File: src/rtl/pulse_meter.sv
// pulse_meter: synchronizes sig_in and measures period / high time between rising edges,
// presenting each result on a valid/ready port. Define PULSE_METER_FILTER_EN for a 3-sample glitch filter.
module pulse_meter #(
  parameter int unsigned CNT_WIDTH   = 16,
  parameter int unsigned SYNC_STAGES = 2
) (
  input  logic                 clk,
  input  logic                 rst,
  input  logic                 en,
  input  logic                 sig_in,
  output logic                 m_valid,
  input  logic                 m_ready,
  output logic [CNT_WIDTH-1:0] period_cnt,
  output logic [CNT_WIDTH-1:0] high_cnt,
  output logic                 overflow,
  output logic                 missed
);

  localparam int unsigned          MSB     = SYNC_STAGES - 1;
  localparam logic [CNT_WIDTH-1:0] CNT_MAX = '1;
  localparam logic [CNT_WIDTH-1:0] CNT_ONE = CNT_WIDTH'(1);

  typedef enum logic [1:0] {
    IDLE = 2'd0,
    ARM  = 2'd1,
    MEAS = 2'd2
  } state_t;

  state_t                 state_q;
  logic [SYNC_STAGES-1:0] sync_q;
  logic                   level_c;
  logic                   prev_q;
  logic                   rise_c;
  logic [CNT_WIDTH-1:0]   cnt_p_q;
  logic [CNT_WIDTH-1:0]   cnt_h_q;
  logic                   drop_q;
  logic                   cap_c;
  logic                   cap_ovf_c;
  logic                   load_c;

  // Input synchronizer; sync_q[MSB] is the oldest sample.
  always_ff @(posedge clk or negedge rst) begin
    if (!rst) begin
      sync_q <= '0;
    end else begin
      sync_q <= {sync_q[SYNC_STAGES-2:0], sig_in};
    end
  end

`ifdef PULSE_METER_FILTER_EN
  logic [1:0] hist_q;
  logic       filt_q;

  // Level follows the synchronizer only once three consecutive samples agree.
  always_comb begin
    level_c = filt_q;
    if (sync_q[MSB] && (&hist_q)) begin
      level_c = 1'b1;
    end else if (!sync_q[MSB] && !(|hist_q)) begin
      level_c = 1'b0;
    end
  end

  always_ff @(posedge clk or negedge rst) begin
    if (!rst) begin
      hist_q <= '0;
      filt_q <= 1'b0;
    end else begin
      hist_q <= {hist_q[0], sync_q[MSB]};
      filt_q <= level_c;
    end
  end
`else
  assign level_c = sync_q[MSB];
`endif

  assign rise_c = level_c & ~prev_q;

  // A closing edge wins over saturation in the same cycle.
  always_comb begin
    cap_c     = 1'b0;
    cap_ovf_c = 1'b0;
    if (en && (state_q == MEAS)) begin
      if (rise_c) begin
        cap_c = 1'b1;
      end else if (cnt_p_q == CNT_MAX) begin
        cap_c     = 1'b1;
        cap_ovf_c = 1'b1;
      end
    end
  end

  assign load_c = cap_c & (~m_valid | m_ready);

  always_ff @(posedge clk or negedge rst) begin
    if (!rst) begin
      state_q <= IDLE;
      prev_q  <= 1'b0;
      cnt_p_q <= '0;
      cnt_h_q <= '0;
    end else begin
      prev_q <= level_c;
      case (state_q)
        IDLE: begin
          if (en) state_q <= ARM;
        end
        ARM: begin
          if (rise_c) begin
            cnt_p_q <= CNT_ONE;
            cnt_h_q <= CNT_ONE;
            state_q <= MEAS;
          end
        end
        MEAS: begin
          if (rise_c) begin
            cnt_p_q <= CNT_ONE;
            cnt_h_q <= CNT_ONE;
          end else if (cnt_p_q == CNT_MAX) begin
            cnt_p_q <= '0;
            cnt_h_q <= '0;
            state_q <= ARM;
          end else begin
            cnt_p_q <= cnt_p_q + CNT_ONE;
            if (level_c) cnt_h_q <= cnt_h_q + CNT_ONE;
          end
        end
        default: state_q <= IDLE;
      endcase
      if (!en) begin
        state_q <= IDLE;
        cnt_p_q <= '0;
        cnt_h_q <= '0;
      end
    end
  end

  // Result register: a capture that cannot be loaded is dropped and flagged on the next result.
  always_ff @(posedge clk or negedge rst) begin
    if (!rst) begin
      m_valid    <= 1'b0;
      period_cnt <= '0;
      high_cnt   <= '0;
      overflow   <= 1'b0;
      missed     <= 1'b0;
      drop_q     <= 1'b0;
    end else if (load_c) begin
      m_valid    <= 1'b1;
      period_cnt <= cnt_p_q;
      high_cnt   <= cnt_h_q;
      overflow   <= cap_ovf_c;
      missed     <= drop_q;
      drop_q     <= 1'b0;
    end else begin
      if (m_valid && m_ready) m_valid <= 1'b0;
      if (cap_c) drop_q <= 1'b1;
    end
  end

endmodule

File: config.mk
export PLATFORM = sky130hd
export DESIGN_NAME = pulse_meter
export DESIGN_NICKNAME = d
export VERILOG_FILES = /design/src/rtl/pulse_meter.sv
export SDC_FILE = /design/constraint.sdc
export NUM_CORES = 1
export LEC_CHECK = 0
export ABC_AREA = 1
export CAP_MARGIN = 20
export CORE_ASPECT_RATIO = 1.2
export CORE_UTILIZATION = 44
export CTS_CLUSTER_SIZE = 20
export DETAILED_ROUTE_END_ITERATION = 8
export GPL_TIMING_DRIVEN = 0
export PLACE_DENSITY_LB_ADDON = 0.25
export SLEW_MARGIN = 10
export SYNTH_ARGS = -nofsm -noshare
export SYNTH_HDL_FRONTEND = slang
export SYNTH_SLANG_ARGS = --single-unit
export TNS_END_PERCENT = 50
File: constraint.sdc
create_clock -name clk -period 2.2 [get_ports clk]
set_input_delay 0.44 -clock clk [delete_from_list [all_inputs] [get_ports clk]]
set_output_delay 0.44 -clock clk [all_outputs]
set_load 0.01 [all_outputs]
; ---- Word level (Yosys, flattened, before mapping)
; Cells that the tools add are included.
[word_totals]
word_cells = 58
out_inout_bits = 35
ff_bits = 73
inputBits = 5
[op_classes]
n_eq_ne = 8
addsub = 2
bitwise_logic = 5
reduce_logical = 8
mux = 24
[op_table]
columns = op, count
row1 = 2-to-1 mux 16 bit, 8
row2 = case mux 16 bit (2 select lines), 2
row3 = adder 16 x 1 -> 16 bit (second input constant), 2
row4 = == test 16 bit (second input constant), 1
row5 = 2-to-1 mux 1 bit, 9
row6 = 2-to-1 mux 2 bit, 4
row7 = inequality test 3 bit (second input constant), 2
row8 = case mux 2 bit (3 select lines), 1
row9 = AND reduction 3 bit, 2
row10 = inequality test 5 x 4 -> 1 bit (second input constant), 1
row11 = nonzero test 2 bit, 2
row12 = inequality test 3 x 1 -> 1 bit (second input constant), 1
row13 = inequality test 3 x 2 -> 1 bit (second input constant), 1
row14 = bitwise AND 1 bit, 2
row15 = == test 2 x 1 -> 1 bit (second input constant), 1
row16 = == test 2 bit (second input constant), 1
row17 = logical AND 1 bit, 2
row18 = zero test 2 bit, 1
row19 = inverter 1 bit, 2
row20 = AND reduction 2 bit, 1
row21 = bitwise OR 1 bit, 1

; ---- Longest topological paths before layout
; Gate-level depths: netlist (run 1).
[logic_depth]
ltp_word = 6
ltp_mapped = 12

; ---- Least setup slack after synthesis (run 1)
; No wires, ideal clock.
[synth_timing]
kind = register -> register
start = register cnt_p_q[0]
end = register high_cnt[10]
period_less_slack_ns = 1.616
stages_incl_launch_ff = 13
t_arrival_ns = 1.495
setup_time_ns = 0.121
t_required_ns = 2.079
slack_ns = 0.584
cell_sequence = dfrtp_1 > ha_1 > nand2_1 > nor2_2 > nand2_2 > clkinv_2 > nand2_4 > nand2_4 > nand3_4 > buf_6 > buf_6 > nand2_1 > o21ai_1
[synth_between]
elab_chain_len = 5
[synth_lines]
columns = item, line_no
row1 = start: declaration, 34  ; logic [CNT_WIDTH-1:0] cnt_p_q;
row2 = start signal: assignment, 123  ; cnt_p_q <= cnt_p_q + CNT_ONE;
row3 = == test 16 bit, 86  ; end else if (cnt_p_q == CNT_MAX) begin
row4 = 2-to-1 mux 1 bit, 86
row5 = 2-to-1 mux 1 bit, 84  ; if (rise_c) begin
row6 = 2-to-1 mux 1 bit, 83  ; if (en && (state_q == MEAS)) begin
row7 = bitwise AND 1 bit, 93  ; assign load_c = cap_c & (~m_valid | m_ready);
row8 = end signal: assignment, 149  ; high_cnt <= cnt_h_q;
row9 = end: declaration, 14  ; output logic [CNT_WIDTH-1:0] high_cnt,
; No other way between the ends.
; A chain may end at the register's enable or synchronous reset.

; ---- Worst setup path in the final report (run 1)
[layout_timing]
start = register cnt_p_q[0]
end = register cnt_p_q[9]
[layout_between]
elab_chain_len = 5
word_cells_on_any_way = 6
classes_between = add/sub (1) / eq/ne (1) / mux (4)
[layout_lines]
columns = item, line_no
row1 = adder 16 x 1 -> 16 bit or == test 16 bit (tied branches), "123, 118"
row2 = 2-to-1 mux 16 bit (*), 118  ; end else if (cnt_p_q == CNT_MAX) begin
row3 = 2-to-1 mux 16 bit (*), 115  ; if (rise_c) begin
row4 = case mux 16 bit (2 select lines) (*), 103  ; case (state_q)
row5 = 2-to-1 mux 16 bit (*), 129  ; if (!en) begin
; Every way passes the cells marked *; elsewhere a longest branch is shown, timed or not.

==> results of run 1 <==
## flip-flops by register name (all words and copies together), names as in the netlist
signal / flops
high_cnt: 16
overflow: 1
prev_q: 1
cnt_h_q: 16
drop_q: 1
period_cnt: 16
cnt_p_q: 16
sync_q: 2
missed: 1
state_q: 2
m_valid: 1
## final cells by class
| class | count | share of cell area, % |
|---|---|---|
| Buffer | 11 | 1.91 |
| Clock buffer | 12 | 3.36 |
| Clock inverter | 3 | 0.406 |
| Inverter | 62 | 5.42 |
| Multi-Input combinational cell | 315 | 34.4 |
| Sequential cell | 73 | 42.3 |
| Tap cell | 92 | 2.67 |
| Timing Repair Buffer | 40 | 9.45 |
## how the worst max path moves through the flow
stage	start	to	depth (start not counted)
5_1_grt	cnt_p_q[0]	cnt_p_q[9]	11
3_5_place_dp	en	cnt_h_q[6]	10
4_1_cts	cnt_p_q[0]	cnt_p_q[9]	11
3_3_place_gp	rst	high_cnt[8]	1
6_report	cnt_p_q[0]	cnt_p_q[9]	11
2_1_floorplan	cnt_p_q[0]	high_cnt[10]	12
## per-layer routing
layer | wire length (um) | up-vias
li1 | - | 1543
met1 | 3430 | 1432
met2 | 4140 | 85
met3 | 389 | 15
met4 | 202 | 0
met5 | 0 | -
## power breakdown
group          total, W  switching [W]  internal (W)
clock network  0.000933       0.000502      0.000431
registers       0.00138      0.0000184       0.00136
logic          0.000162       0.000108     0.0000536
total           0.00247       0.000628       0.00184
## Yosys cell counts, drive strengths merged
cell	n
nand3	31
nor2	56
and2	1
nor3	2
clkinv	1
inv	61
nand2	152
buf	10
clkbuf	1
ha	2
o21ai	41
dfrtp	73
o21bai	1
nand4	13
xor2	13
a31oi	1
a21bo	1
nand3b	1
## per-stage QoR
stage	power (W)	instance area, um^2
floorplan	0.00149	3630
global route	0.00257	4320
global placement	0.00156	4130
CTS	0.00249	4310
finish	0.00247	4320
detailed placement	0.00157	4150
## logic make-up after synthesis
group | after synthesis | synth area share, %
xor+xnor | 13 | 3.14
flops | 73 | 50.3
simple gates | 256 | 30.4
compound gates | 44 | 6.72
buf+inv | 73 | 8.69
fa+ha+maj | 2 | 0.690
## worst max-delay path, delay by kind of cell (launching register included)
kind | cells | cell delay, ns
fa+ha+maj | 1 | 0.20
buf+inv | 3 | 0.39
flops | 1 | 0.46
simple gates | 7 | 0.84
## placed cells by master (no fill, tap or decap), types with 4 or more instances in the layout
cell and count:
nand2_1 147, dfrtp_1 73, nand3_1 29, inv_1 56, o21ai_0 13, nor2_1 51, buf_2 5, inv_2 5
clkdlybuf4s50_1 38, xor2_1 13, buf_6 4, o21ai_2 4, o21ai_1 24, nand4_1 13, clkbuf_8 10
==> metrics.csv, run 1 <==
metric,value,unit
grt_max_degree,42,
slew_headroom,53.2,%
cts_resized,0,
setup_slack,0.185,ns
die_w,84.9,um
nFillCells,730,
antenna_cells,0,
layoutNonFillerInstCount,608,
slew_viol_final,0,
final-setup-viol-count,0,
crit_slowest_cell,dfrtp_1,
grt_use_met1,24.0,%
finClkSkew,0.00949,ns
syn_nets,468,
synth_cells,461,
cts_sinks,73,
hpwl,5920,um
period_share,91.6,%
crit_path_frequent_cell,nand2_1,
grt_busiest_layer,met2,
reg2reg_slack,0.19,ns
globalplace.congestion,0.874,
worstSetupStartpointType,flip-flop,
path_cells,ha_1 > nand2_1 > nor2_2 > nand2_2 > clkinv_2 > nand2_4 > nand3_2 > nand2_1 > inv_2 > buf_2 > nor2_1,
wl,8160,um
yosys.area.top_type,dfrtp_1,
fmax,496,MHz
vias_per_cell,5.06,
vdd_drop_max,0.000256,V
worstReg2RegEnd,cnt_p_q[9],
cts_root_buffer,clkbuf_8,
powerDensity,573,mW/mm^2
yosys_warnings,0,
numCtsBuffers,9,
synth.avg_cell_area,7.87,um^2
fp.dieH,101,um
rsz0062_at_grt,no,
first_pass_iters,6,
post-place-ws,-0.0374,ns
violations,design-rule violations,
finalCriticalPeriod,2.01,ns
portBuffers,39,
num_rows,35,
worstSetupEndpointType,flip-flop,
required,2.45,ns
ctsHoldBuffers,0,
remaining_drc_errors,2,
drt_first_iter_violations,148,
num_vias,3075,
wl_per_cell,13.4,um
grt_pass1_wl,13800,um
seq_area_frac_synth,50.3,%
dp_cells,593,
grt.total_usage,21.1,%
io_pins,40,
die_area,0.00862,mm^2
clk_pin_slew,0.08,ns
multiInputGateArea,0.00149,mm^2
grtUsageMet2,37.1,%
ff2ff_path_depth,11,
coreArea,0.00784,mm^2
synthTopCellsByArea,"dfrtp_1 50%, nand2_1 15%, inv_1 5.8%",
syn_area,0.00363,mm^2
initial_core_util,46.3,%
htree_num_levels,3,
nets,519,
antenna_found_initial,0,
ff_latch_area,0.00183,mm^2
grt-ovfl-total,0,
grt_use_met3,5.79,%
ys_ff_latch,73,
cp_max_fo,10,
synth_top_area_share,50.3,%
crit_arrival,2.26,ns
hold_slack,0.0147,ns
outcome,"finished, violations left",
cts_tree,built,
tightest_slew,0.697,ns
grt_pass1_vias,3048,
clockBufferDepth,2,
final-hold-violation-count,0,
slowest_delay,0.46,ns
clk_latency,0.36,ns
setup_tns,0,ns
r2r-start,cnt_p_q[0],
postRouteAntennaNets,0,
hp-class,in -> async,
areaGrowthSynthToFinish,18.9,%
worstSetupPathType,reg -> reg,
netlist-cell-type-count,29,
power.leakage,2.01,nW
drv_cap,0,
postCtsSetupBuffers,0,
final_util,55.1,%
drive_gt1_share,9.50,%
Note: power is estimated with default switching activity, not from simulation.
==> run 2, diff against run 1 <==
--- a/config.mk
+++ b/config.mk
@@ -9,7 +9,6 @@
 export CAP_MARGIN = 20
 export CORE_ASPECT_RATIO = 1.2
 export CORE_UTILIZATION = 44
-export CTS_CLUSTER_SIZE = 20
 export DETAILED_ROUTE_END_ITERATION = 8
 export GPL_TIMING_DRIVEN = 0
 export PLACE_DENSITY_LB_ADDON = 0.25
==> results of run 2 <==
Final layout, timing and power as in run 1 (identical DEF).
